[config.mk]
export PLATFORM = sky130hd
export DESIGN_NAME = noc_local_ni
export DESIGN_NICKNAME = d
export VERILOG_FILES = /design/src/rtl/noc_local_ni.sv
export SDC_FILE = /design/constraint.sdc
export NUM_CORES = 1
export LEC_CHECK = 0
export CAP_MARGIN = 20
export CORE_ASPECT_RATIO = 0.8
export CORE_MARGIN = 2
export CORE_UTILIZATION = 40
export CTS_CLUSTER_DIAMETER = 40
export CTS_CLUSTER_SIZE = 14
export DETAILED_ROUTE_END_ITERATION = 16
export DONT_BUFFER_PORTS = 1
export MAX_ROUTING_LAYER = met4
export PLACE_DENSITY_LB_ADDON = 0.05
export RECOVER_POWER = 50
export SYNTH_ARGS = -nofsm -noshare
export SYNTH_HDL_FRONTEND = slang
export SYNTH_SLANG_ARGS = --single-unit
[constraint.sdc]
create_clock -name clk -period 3.1 [get_ports clk]
set_clock_uncertainty 0.15 [all_clocks]
set_input_delay 0.31 -clock clk [delete_from_list [all_inputs] [get_ports clk]]
set_output_delay 0.31 -clock clk [all_outputs]
set_load 0.02 [all_outputs]
[src/rtl/noc_local_ni.sv]
// rtl/noc_local_ni.sv - local-port network interface: core<->router flit FIFOs in both directions
// Optional RX address filtering with drop counter is enabled by defining NI_RX_ADDR_CHECK_EN.

module noc_local_ni_fifo #(
  parameter int W     = 8,
  parameter int DEPTH = 4
) (
  input  logic                   clk,
  input  logic                   rst,
  input  logic [W-1:0]           in_data,
  input  logic                   in_valid,
  output logic                   in_ready,
  output logic [W-1:0]           out_data,
  output logic                   out_valid,
  input  logic                   out_ready,
  output logic [$clog2(DEPTH):0] count
);
  localparam int AW = $clog2(DEPTH);
  localparam logic [AW:0]   FULL  = (AW+1)'(DEPTH);
  localparam logic [AW:0]   C_ONE = (AW+1)'(1);
  localparam logic [AW-1:0] P_ONE = AW'(1);

  logic [W-1:0]  mem [DEPTH];
  logic [AW-1:0] wptr;
  logic [AW-1:0] rptr;
  logic          push;
  logic          pop;

  // Flags come from the registered count only, so ready never depends on the far side's ready.
  assign in_ready  = (count != FULL);
  assign out_valid = (count != '0);
  assign out_data  = out_valid ? mem[rptr] : '0;
  assign push      = in_valid && in_ready;
  assign pop       = out_valid && out_ready;

  always_ff @(posedge clk) begin
    if (push) mem[wptr] <= in_data;
  end

  always_ff @(posedge clk) begin
    if (rst) begin
      wptr  <= '0;
      rptr  <= '0;
      count <= '0;
    end else begin
      if (push) wptr <= wptr + P_ONE;
      if (pop)  rptr <= rptr + P_ONE;
      if (push && !pop)      count <= count + C_ONE;
      else if (pop && !push) count <= count - C_ONE;
    end
  end
endmodule

module noc_local_ni #(
  parameter logic [1:0] MY_X     = 2'd1,
  parameter logic [1:0] MY_Y     = 2'd1,
  parameter int         TX_DEPTH = 4,
  parameter int         RX_DEPTH = 4
) (
  input  logic                      clk,
  input  logic                      rst,
  input  logic [1:0]                tx_dest_x,
  input  logic [1:0]                tx_dest_y,
  input  logic [3:0]                tx_payload,
  input  logic                      tx_valid,
  output logic                      tx_ready,
  output logic [7:0]                flit_out,
  output logic                      flit_valid_out,
  input  logic                      flit_ready_in,
  input  logic [7:0]                flit_in,
  input  logic                      flit_valid_in,
  output logic                      flit_ready_out,
  output logic [3:0]                rx_payload,
  output logic                      rx_valid,
  input  logic                      rx_ready,
  output logic [$clog2(TX_DEPTH):0] tx_count,
  output logic [$clog2(RX_DEPTH):0] rx_count
`ifdef NI_RX_ADDR_CHECK_EN
  ,
  output logic [7:0]                drop_count,
  output logic                      err_misroute
`endif
);
  logic addr_ok;

  noc_local_ni_fifo #(.W(8), .DEPTH(TX_DEPTH)) u_tx_fifo (
    .clk       (clk),
    .rst       (rst),
    .in_data   ({tx_dest_x, tx_dest_y, tx_payload}),
    .in_valid  (tx_valid),
    .in_ready  (tx_ready),
    .out_data  (flit_out),
    .out_valid (flit_valid_out),
    .out_ready (flit_ready_in),
    .count     (tx_count)
  );

  // A filtered flit is still handshaken; it just never reaches the FIFO write port.
  noc_local_ni_fifo #(.W(4), .DEPTH(RX_DEPTH)) u_rx_fifo (
    .clk       (clk),
    .rst       (rst),
    .in_data   (flit_in[3:0]),
    .in_valid  (flit_valid_in && addr_ok),
    .in_ready  (flit_ready_out),
    .out_data  (rx_payload),
    .out_valid (rx_valid),
    .out_ready (rx_ready),
    .count     (rx_count)
  );

`ifdef NI_RX_ADDR_CHECK_EN
  logic misroute;

  assign addr_ok  = (flit_in[7:6] == MY_X) && (flit_in[5:4] == MY_Y);
  assign misroute = flit_valid_in && flit_ready_out && !addr_ok;

  always_ff @(posedge clk) begin
    if (rst) begin
      drop_count   <= 8'h00;
      err_misroute <= 1'b0;
    end else begin
      err_misroute <= misroute;
      if (misroute && (drop_count != 8'hFF)) drop_count <= drop_count + 8'd1;
    end
  end
`else
  logic addr_unused;

  assign addr_ok     = 1'b1;
  assign addr_unused = ^{flit_in[7:4], MY_X, MY_Y};
`endif
endmodule

After elaboration in Yosys (flattened, before gate mapping)
Memory sizes are Yosys's and may differ from the RTL's. A register that Yosys moved wholly into a read port is not among the register bits.
Cells that the tools add are included.
{"block": "classes", "add_sub_neg": 8, "n_eq_ne": 2, "mux": 14, "reduce_logical": 16}
{"op": "3-bit two-way mux", "n": 4}
{"op": "2-bit by 1-bit adder with 2-bit output (second input constant)", "n": 4}
{"op": "1-bit logical AND", "n": 8}
{"op": "2-bit two-way mux", "n": 4}
{"op": "8-bit two-way mux", "n": 1}
{"op": "3-bit by 1-bit adder with 3-bit output (second input constant)", "n": 2}
{"op": "3-bit inequality test (second input constant)", "n": 2}
{"op": "3-bit nonzero test", "n": 2}
{"op": "3-bit by 1-bit subtractor with 3-bit output (second input constant)", "n": 2}
{"op": "1-bit logical NOT", "n": 4}
{"op": "1-bit two-way mux", "n": 4}
{"op": "4-bit two-way mux", "n": 1}
{"op": "2-bit nonzero test", "n": 2}
{"block": "word_totals", "ff_bits": 14, "mem_bits_rw": 48, "in_bits": 22, "n_memories": 2}
{"name": "u_tx_fifo.mem", "words": 4, "width": 8, "read_ports": 1, "rd_clocked_by_memory_dff": 1, "write_ports": 1, "line": "23", "text": "logic [W-1:0] mem [DEPTH];"}
{"name": "u_rx_fifo.mem", "words": 4, "width": 4, "read_ports": 1, "rd_clocked_by_memory_dff": 1, "write_ports": 1, "line": "23"}

Depth between registers and ports, before layout
Gate-level depths: netlist of run 1.
{"block": "logic_depth", "word_depth": 6, "depth_mapped": 8, "ltp_nobuf": 8}

Hierarchy
From an unflattened synthesis of run 1, not the netlist that was laid out.
{"block": "hier_totals", "cells_unflattened": 175, "hier_area_um2": 2787.7}
{"module": "noc_local_ni_fifo at u_tx_fifo", "instances": 1, "cells_per_inst": 101, "area_per_inst_um2": 1702.9, "seq_area_each_um2": 1141.1}
{"module": "noc_local_ni_fifo at u_rx_fifo", "instances": 1, "cells_per_inst": 74, "area_per_inst_um2": 1084.8, "seq_area_each_um2": 660.6}

Least setup slack after synthesis of run 1
No wires, ideal clock.
{"block": "synth_path", "kind": "register to register", "start": "register u_tx_fifo.count[0]", "end": "register u_tx_fifo.count[2]", "setup_time_ns": 0.070, "t_arrival_ns": 2.119, "slack_ns": 0.761, "path_stages_with_launch": 9, "synth_period_minus_slack_ns": 2.339, "path_cell_list": "dfxtp_1 > nor2_1 > a21boi_2 > ha_1 > inv_1 > fa_1 > xor2_1 > or3_1 > a21oi_1"}
{"block": "synth_via", "elab_chain_cells": 5, "word_cells_on_any_way": 13, "cone_classes": "2 x add/sub; 1 x eq/ne; 2 x mux; 8 x reduce/logical"}
{"item": "from (decl)", "line": "16", "text": "output logic [$clog2(DEPTH):0] count"}
{"item": "from (signal assigned)", "line": "48", "text": "if (push && !pop) count <= count + C_ONE;"}
{"item": "from (signal assigned)", "line": "49", "text": "else if (pop && !push) count <= count - C_ONE;"}
{"item": "3-bit inequality test *", "line": "30", "text": "assign in_ready = (count != FULL);"}
{"item": "1-bit logical AND *", "line": "33", "text": "assign push = in_valid && in_ready;"}
{"item": "named net u_tx_fifo.push", "line": "26", "text": "logic push;"}
{"item": "1-bit logical NOT", "line": "49"}
{"item": "1-bit logical AND", "line": "49"}
{"item": "2-bit nonzero test (no line)"}
The timed path passes the listed nets; every way through them passes the cells marked *. The select of a mux whose other input is x is not followed.
A chain may end at the register's enable or synchronous reset.

Worst setup path in the final report of run 1
Same ends and word-level chain as after synthesis.

==> results.sh, run 1 <==
export IMPL_place_area_um2=2856
export IMPL_initial_core_util=0.4070
export IMPL_root_buffer="clkbuf_8"
export IMPL_grt_pass1_vias=1472
export IMPL_synth_top_area_share=0.5215
export IMPL_wire_per_inst_um=15.61
export IMPL_cts_tree="yes"
export IMPL_clk_pin_slew_worst_paths_ns=0.06
export IMPL_ys_top_cells_by_count="48 x edfxtp_1, 18 x dfxtp_1, 14 x nor2_1"
export IMPL_die_y_um=78.35
export IMPL_hp_class="input pin to flip-flop"
export IMPL_syn_inst=175
export IMPL_grt_max_degree=16
export IMPL_rsz0062_at_grt="false"
export IMPL_syn_avg_cell_area_um2=15.79
export IMPL_max_freq_mhz=393.4
export IMPL_area_growth_syn_to_layout_pct=13.35
export IMPL_antenna_found_initial=0
export IMPL_cts_resized=0
export IMPL_yosysWarnings=0
export IMPL_cts_sinks=66
export IMPL_critical_path_startpoint_type="flip-flop"
export IMPL_grt_first_pass_wirelength_mm=7.155
export IMPL_crit_path_max_incr_delay_ns=0.57
export IMPL_worstSetupPathType="flip-flop to flip-flop"
export IMPL_synthTopCellsByArea="edfxtp_1 52%, dfxtp_1 13%, mux4_2 9.8%, ha_1 4.5%, nor2_1 1.9%"
export IMPL_slew_violations=0
export IMPL_ys_async_sr_fraction=0
export IMPL_antenna_cells=0
export IMPL_vias_per_cell=4.857
export IMPL_power_w=0.002598
export IMPL_drtPass1Iterations=6
export IMPL_crit_buf_inv=1
export IMPL_clk_path_buf_depth=2
export IMPL_seq_area_frac_synth=0.6519
export IMPL_yosys_area_top_type="edfxtp_1"
export IMPL_synth_cell_types=28
export IMPL_cap_violations=0
export IMPL_synth_area_um2=2764
export IMPL_critPathTopFamily="adder cells"
export IMPL_fin_crit_ns=2.542
export IMPL_gp_congestion=0.7359
export IMPL_critPathMaxFanout=7
export IMPL_core_region_area_um2=6790
export IMPL_die_width_um=96.94
export IMPL_post_route_period_util=0.8201
export IMPL_drc=0
export IMPL_place_ws_ns=0.5185
export IMPL_worst_pin_slew_ns=0.8205
export IMPL_clock_latency_ns=0.33
export IMPL_ys_ff_latch=66
export IMPL_final_nets=229
export IMPL_vdd_drop_max_v=0.0003336
export IMPL_design_area_um2=3133
export IMPL_end_kind="flip-flop"
export IMPL_status="completed"
export IMPL_fin_tns_setup_ns=0
export IMPL_num_vias=1394
export IMPL_slowest_stage="dfxtp_1"
export IMPL_rows=27
export IMPL_cts_made_buffers=9
export IMPL_hpwl_mm=3.127
export IMPL_crit_arrival_ns=2.65
export IMPL_setup_viol=0
export IMPL_htree_num_levels=3
export IMPL_die_area_um2=7595
export IMPL_hold_viol=0
export IMPL_ys_flop_type="edfxtp_1"
export IMPL_postRouteAntennaNets=0
export IMPL_track_usage=0.1315
export IMPL_synth_edff_count=48
export IMPL_worstPathRequired_ns=3.21
export IMPL_first_iter_violations=77
export IMPL_port_buffers=0
export IMPL_ios=44
export IMPL_crit_chain="nor2_1 -> a21boi_2 -> ha_1 -> inv_1 -> fa_1 -> xor2_1 -> or3_1 -> a21oi_1"
export IMPL_wl_mm=4.480
export IMPL_p_per_area_nw_per_um2=829.2
export IMPL_max_slew_margin=0.4488
export IMPL_drive_gt1_frac=0.1300
export IMPL_yosysMostFrequentCell="edfxtp_1"
export IMPL_timing_final_ws_setup_ns=0.5578
export IMPL_p_leak_nw=1.103
export IMPL_synth_nets=209
export IMPL_grt_ovfl_total=0
-- flip-flops by register name, summed over array words and instances (netlist names), named ones only --
register	flops
u_tx_fifo.mem	32
u_tx_fifo.count	3
u_tx_fifo.wptr	2
u_tx_fifo.rptr	2
u_rx_fifo.wptr	2
u_rx_fifo.mem	16
u_rx_fifo.rptr	2
u_rx_fifo.count	3
-- through the flow --
step / hold slack (ns) / std cells / util
5_1_grt: 0.0009115 / 287 / 0.4614
2_1_floorplan: 0.2589 / 175 / -
6_report: 0.02230 / 287 / 0.4614
3_5_place_dp: 0.2379 / 258 / 0.4207
4_1_cts: 0.005005 / 287 / 0.4642
3_3_place_gp: 0.2343 / 258 / 0.4207
-- power breakdown --
group          switching, W  internal [W]
clock              0.000292      0.000309
combinational      0.000426      0.000311
sequential         0.000170       0.00109
-- cell type report --
class | instances | area (um^2)
Timing Repair Buffer | 14 | 133.9
Sequential cell | 66 | 1802
Tap cell | 87 | 108.9
Clock buffer | 13 | 148.9
Inverter | 8 | 30.03
Clock inverter | 3 | 16.27
Fill cell | 592 | 3657
Multi-Input combinational cell | 96 | 893.4
-- per-layer routing --
layer | track usage | vias to the layer above | routed length, um
li1 | - | 674 | -
met1 | 0.1205 | 682 | 1755
met2 | 0.2410 | 30 | 2414
met3 | 0.06144 | 8 | 249
met4 | 0.04648 | 0 | 61
met5 | - | - | 0
-- timing repair --
item	in CTS	in global routing
endpoints found under the setup margin	0	0
endpoints found under the hold margin	64	0
buffers inserted	0	0
hold buffers	13	0
-- cells in the final DEF, fill, tap and decap left out, drive strengths merged, types with 6 or more instances in the layout --
| cell type | n |
|---|---|
| dfxtp | 18 |
| dlygate4sd3 | 13 |
| xor2 | 6 |
| ha | 10 |
| mux4 | 12 |
| edfxtp | 48 |
| clkbuf | 14 |
| nor2b | 8 |
| inv | 8 |
| and2 | 8 |
| nor2 | 14 |
-- final timing paths --
kind / slack (ns) / start / cells past startpoint / end
worst max-delay path: 0.56 / u_tx_fifo.count[0] / 8 / u_tx_fifo.count[2]
worst min-delay path: 0.02 / rst / 2 / u_rx_fifo.wptr[1]
worst max register to register: 0.56 / u_tx_fifo.count[0] / 8 / u_tx_fifo.count[2]
worst min register to register: 0.34 / u_rx_fifo.rptr[1] / 2 / u_rx_fifo.rptr[1]
-- cells by family (layout without fill, tap and decap cells) --
kind of cell / Yosys count / in the layout / share of synthesized area
and+or+nand+nor: 48 / 48 / 0.09506
xor gates and xnor gates: 6 / 6 / 0.01901
DFF: 66 / 66 / 0.6519
buffers and inverters: 13 / 38 / 0.01947
adders and majority gates: 12 / 12 / 0.05976
muxes: 18 / 18 / 0.1204
AOI/OAI and AO/OA: 12 / 12 / 0.03440
No activity file was read; power rests on OpenSTA's default activity.
==> run 2: changes to the inputs <==
Clock period 3.1 ns to 2.1 ns, I/O delays scaled along.
==> results.sh, run 2 (same netlist as run 1, synthesis figures left out) <==
export IMPL_setup_viol=0
export IMPL_grt_ovfl_total=0
export IMPL_grt_first_pass_wirelength_mm=7.638
export IMPL_p_sw_w=0.001448
export IMPL_vdd_drop_max_v=0.0005822
export IMPL_cts_sinks=66
export IMPL_regMostFlops="u_tx_fifo.mem"
export IMPL_grt_max_degree=20
export IMPL_switching_share=0.3239
export IMPL_antenna_found_initial=0
export IMPL_gp_congestion=0.7319
export IMPL_holdWs_ns=0.02115
export IMPL_core_region_area_um2=6790
export IMPL_layout_common_cells="48 x edfxtp_1, 21 x buf_4, 15 x dlygate4sd3_1"
export IMPL_clk_pin_slew_worst_paths_ns=0.07
export IMPL_port_buffers=0
export IMPL_worst_pin_slew_ns=0.6373
export IMPL_p_leak_nw=1.250
export IMPL_critPathMaxFanout=4
export IMPL_postRouteAntennaNets=0
export IMPL_nFillCells=582
export IMPL_cap_violations=0
export IMPL_largestRegisters="u_tx_fifo.mem: 32 flops, u_rx_fifo.mem: 16 flops"
export IMPL_hold_viol=0
export IMPL_max_slew_margin=0.5738
export IMPL_ios=44
export IMPL_critical_path_startpoint_type="flip-flop"
export IMPL_drive_gt1_frac=0.2907
export IMPL_drtPass1Iterations=4
export IMPL_reg2reg_slack_ns=0.06
export IMPL_power_frac_clock=0.254
export IMPL_rsz0062_at_grt="true"
export IMPL_place_ws_ns=-0.08506
export IMPL_crit_chain="o31ai_4 -> ha_2 -> inv_1 -> fa_2 -> xor2_1 -> or3_1 -> a21oi_1"
export IMPL_clock_latency_ns=0.33
export IMPL_cts_tree="yes"
export IMPL_largest_reg_flops=32
export IMPL_cts_made_buffers=9
export IMPL_worstSetupPathType="flip-flop to flip-flop"
export IMPL_first_iter_violations=63
export IMPL_slew_violations=0
export IMPL_drc=0
export IMPL_die_y_um=78.35
export IMPL_p_per_area_nw_per_um2=1292
export IMPL_clk_path_buf_depth=2
export IMPL_htree_num_levels=3
export IMPL_slowest_stage="dfxtp_4"
export IMPL_grt_pass1_vias=1520
export IMPL_status="completed"
export IMPL_seq_power_share=0.400
export IMPL_crit_path_max_incr_delay_ns=0.37
export IMPL_critPathTopFamily="adder cells"
export IMPL_rows=27
export IMPL_initial_core_util=0.4070
export IMPL_wl_mm=4.813
export IMPL_end_kind="flip-flop"
export IMPL_num_vias=1521
export IMPL_crit_arrival_ns=2.15
export IMPL_post_route_period_util=0.9734
export IMPL_final_common_cell="edfxtp_1"
export IMPL_worstPathRequired_ns=2.21
export IMPL_vias_per_cell=4.844
export IMPL_wire_per_inst_um=15.33
export IMPL_die_width_um=96.94
export IMPL_fin_tns_setup_ns=0
export IMPL_max_freq_mhz=489.2
export IMPL_area_growth_syn_to_layout_pct=25.22
export IMPL_fin_crit_ns=2.044
export IMPL_place_area_um2=3040
export IMPL_p_comb_frac=0.347
export IMPL_hp_class="input pin to flip-flop"
export IMPL_root_buffer="clkbuf_8"
export IMPL_design_area_um2=3461
export IMPL_final_nets=256
export IMPL_internal_power_w=0.003023
export IMPL_track_usage=0.1396
export IMPL_antenna_cells=0
export IMPL_crit_buf_inv=1
export IMPL_timing_final_ws_setup_ns=0.05581
export IMPL_die_area_um2=7595
[run 2: cell count changes in the layout (fill, tap and decap cells not counted), moves of 2 or more]
cell / change
ha_2: +2
clkinvlp_4: +3
fa_2: +2
dlygate4sd3_1: +2
fa_1: -2
buf_4: +21
nor2_1: -2
bufinv_16: +2
ha_1: -2
o31ai_4: +2
dfxtp_1: -5
dfxtp_4: +5
o31ai_1: -2
[run 2: cell type report]
class / instances / area (um^2) / share of cell area
inverter: 8 / 30.03 / 0.008677
clock inverter: 7 / 93.84 / 0.02711
tap: 87 / 108.9 / 0.03145
sequential: 66 / 1821 / 0.5260
multi-input combinational: 96 / 945.9 / 0.2733
timing repair buffer: 41 / 337.8 / 0.09761
clock buffer: 9 / 123.9 / 0.03579
[run 2: repair_timing]
action | 4_1_cts | 5_1_grt
hold endpoints to repair | 66 | 0
gates cloned | 0 | 0
gates resized for setup | 3 | 4
pin swaps | 2 | 5
buffers inserted | 3 | 1
hold buffers | 15 | 0
setup endpoints to repair | 1 | 7
[run 2: final timing paths]
check | startpoint | end | depth (start not counted)
worst max register to register | u_rx_fifo.count[1] | u_rx_fifo.count[2] | 7
worst min-delay path | flit_ready_in | u_tx_fifo.rptr[1] | 3
worst max-delay path | u_rx_fifo.count[1] | u_rx_fifo.count[2] | 7
worst min register to register | u_rx_fifo.rptr[1] | u_rx_fifo.rptr[1] | 2
[run 2: power groups by stage]
stage	clock, W	sequential (W)	combinational, W
floorplan	0	0.00183	0.000992
global placement	0	0.00179	0.00146
detailed placement	0	0.00180	0.00149
CTS	0.00117	0.00178	0.00158
global route	0.00122	0.00181	0.00170
finish	0.00113	0.00179	0.00155
[run 2: metrics by stage]
step	power, W	util	std cells
final	0.004471	0.5097	314
after global routing	0.004738	0.5097	314
after CTS	0.004529	0.5073	313
after detailed placement	0.003295	0.4478	279
after global placement	0.003247	0.4478	279
after floorplan	0.002824	-	175
[run 2: layer usage]
| layer | up-vias | part of all wire | GRT usage |
|---|---|---|---|
| met2 | 33 | 0.48 | 0.2056 |
| li1 | 727 | - | - |
| met3 | 11 | 0.045 | 0.04541 |
| met4 | 0 | 0.021 | 0.08028 |
| met5 | - | 0 | - |
| met1 | 750 | 0.46 | 0.1708 |
[run 2: worst register-to-register path: stages (launching register included)]
cell and delay, ns:
dfxtp_4 0.37, o31ai_4 0.26, ha_2 0.22, inv_1 0.05
fa_2 0.33, xor2_1 0.16, or3_1 0.31, a21oi_1 0.12
==> run 3: changes to the inputs <==
==> constraint.sdc (replaced) <==
create_clock -name clk -period 2.1 [get_ports clk]
set_clock_uncertainty 0.15 [all_clocks]
set_input_delay 0.42 -clock clk [delete_from_list [all_inputs] [get_ports clk]]
set_output_delay 0.42 -clock clk [all_outputs]
set_load 0.02 [all_outputs]
==> results.sh, run 3 (same netlist as run 1, synthesis figures left out) <==
export IMPL_regMostFlops="u_tx_fifo.mem"
export IMPL_wl_mm=4.917
export IMPL_status="finished with violations"
export IMPL_drive_gt1_frac=0.3200
export IMPL_vias_per_cell=4.817
export IMPL_violations="setup timing"
export IMPL_fin_crit_ns=2.171
export IMPL_final_util=0.5075
export IMPL_clock_latency_ns=0.33
export IMPL_cts_tree="yes"
export IMPL_max_slew_margin=0.6744
export IMPL_num_vias=1503
export IMPL_power_frac_clock=0.207
export IMPL_grt_pass1_vias=1512
export IMPL_critPathMaxFanout=8
export IMPL_antenna_cells=0
export IMPL_end_kind="output pin"
export IMPL_switching_share=0.3414
export IMPL_port_buffers=0
export IMPL_hp_class="input pin to flip-flop"
export IMPL_final_nets=254
export IMPL_drc=0
export IMPL_layout_common_cells="48 x edfxtp_1, 16 x buf_4, 14 x nor2_1"
export IMPL_internal_power_w=0.002890
export IMPL_core_region_area_um2=6790
export IMPL_wire_per_inst_um=15.76
export IMPL_cts_made_buffers=9
export IMPL_grt_ovfl_total=0
export IMPL_first_iter_violations=59
export IMPL_largestRegisters="u_tx_fifo.mem: 32 flops, u_rx_fifo.mem: 16 flops"
export IMPL_clk_path_buf_depth=2
export IMPL_cts_sinks=66
export IMPL_grt_max_degree=13
export IMPL_track_usage=0.1383
export IMPL_htree_num_levels=3
export IMPL_slew_violations=0
export IMPL_die_area_um2=7595
export IMPL_p_sw_w=0.001498
export IMPL_place_area_um2=3060
export IMPL_ios=44
export IMPL_worst_pin_slew_ns=0.4869
export IMPL_hold_viol=0
export IMPL_area_growth_syn_to_layout_pct=24.67
export IMPL_worstSetupPathType="flip-flop to output pin"
export IMPL_timing_final_ws_setup_ns=-0.07116
export IMPL_die_y_um=78.35
export IMPL_p_leak_nw=1.254
export IMPL_clk_pin_slew_worst_paths_ns=0.07
export IMPL_fin_tns_setup_ns=-0.4512
export IMPL_postRouteAntennaNets=0
export IMPL_reg2reg_slack_ns=0.04
export IMPL_post_route_period_util=1.034
export IMPL_drtPass1Iterations=4
export IMPL_hpwl_mm=3.324
export IMPL_p_comb_frac=0.385
export IMPL_initial_core_util=0.4070
export IMPL_crit_arrival_ns=1.60
export IMPL_p_per_area_nw_per_um2=1274
export IMPL_seq_power_share=0.408
export IMPL_final_common_cell="edfxtp_1"
export IMPL_die_width_um=96.94
export IMPL_critical_path_startpoint_type="flip-flop"
export IMPL_antenna_found_initial=0
export IMPL_grt_first_pass_wirelength_mm=7.521
export IMPL_rows=27
export IMPL_setup_viol=8
export IMPL_rsz0062_at_grt="true"
export IMPL_worstPathRequired_ns=1.53
export IMPL_largest_reg_flops=32
export IMPL_max_freq_mhz=460.6
export IMPL_vdd_drop_max_v=0.0006917
export IMPL_root_buffer="clkbuf_8"
export IMPL_gp_congestion=0.7314
export IMPL_design_area_um2=3446
export IMPL_cap_violations=0
run 3: through the flow:
step | instances | hold WS, ns | power (W) | setup WS (ns)
6_report | 312 | 0.03238 | 0.004389 | -0.07116
5_1_grt | 312 | 0.005281 | 0.004656 | -0.1437
4_1_cts | 298 | 0.005750 | 0.004317 | -0.1030
3_5_place_dp | 280 | 0.3268 | 0.003340 | -0.05470
3_3_place_gp | 280 | 0.3149 | 0.003287 | 0.01559
2_1_floorplan | 175 | 0.3091 | 0.002824 | 0.003810
run 3: per-layer routing:
metal / global-route usage / part of all wire
met2: 0.2083 / 0.47
met1: 0.1635 / 0.45
met3: 0.07035 / 0.062
met4: 0.04366 / 0.012
met5: - / 0
run 3: timing repair:
item	in CTS	in global routing
endpoints found under the hold margin	14	44
setup endpoints to repair	14	14
hold buffers	1	11
setup buffers	1	3
pin swaps	3	4
gates resized for setup	8	13
cloned	0	0
run 3: critical path, cell delays in order (launching register included):
cell and delay [ns]:
dfxtp_2 0.34, buf_12 0.14, mux4_2 0.49, nor2b_1 0.14
buf_4 0.16
run 3: power groups by stage:
| stage | Combinational, W | Sequential (W) | Clock (W) |
|---|---|---|---|
| 2_1_floorplan | 0.000992 | 0.00183 | 0 |
| 4_1_cts | 0.00159 | 0.00179 | 0.000934 |
| 3_5_place_dp | 0.00154 | 0.00180 | 0 |
| 6_report | 0.00169 | 0.00179 | 0.000908 |
| 3_3_place_gp | 0.00150 | 0.00179 | 0 |
| 5_1_grt | 0.00184 | 0.00182 | 0.00100 |
run 3: worst paths after layout:
kind              depth (start not counted)             endpoint                from
setup / recovery                          4          flit_out[5]           flip-flop
hold / removal                            0  u_tx_fifo.mem[3][2]       tx_payload[2]
setup reg to reg                          7   u_tx_fifo.count[2]  u_tx_fifo.count[1]
hold reg to reg                           2            flip-flop   u_rx_fifo.rptr[1]
run 3: cell type report:
| type | instances | area (um^2) |
|---|---|---|
| multi-input combinational | 96 | 972.2 |
| fill | 580 | 3344 |
| timing repair buffer | 39 | 342.8 |
| tap | 87 | 108.9 |
| clock inverter | 6 | 42.54 |
| clock buffer | 10 | 127.6 |
| sequential | 66 | 1822 |
| inverter | 8 | 30.03 |
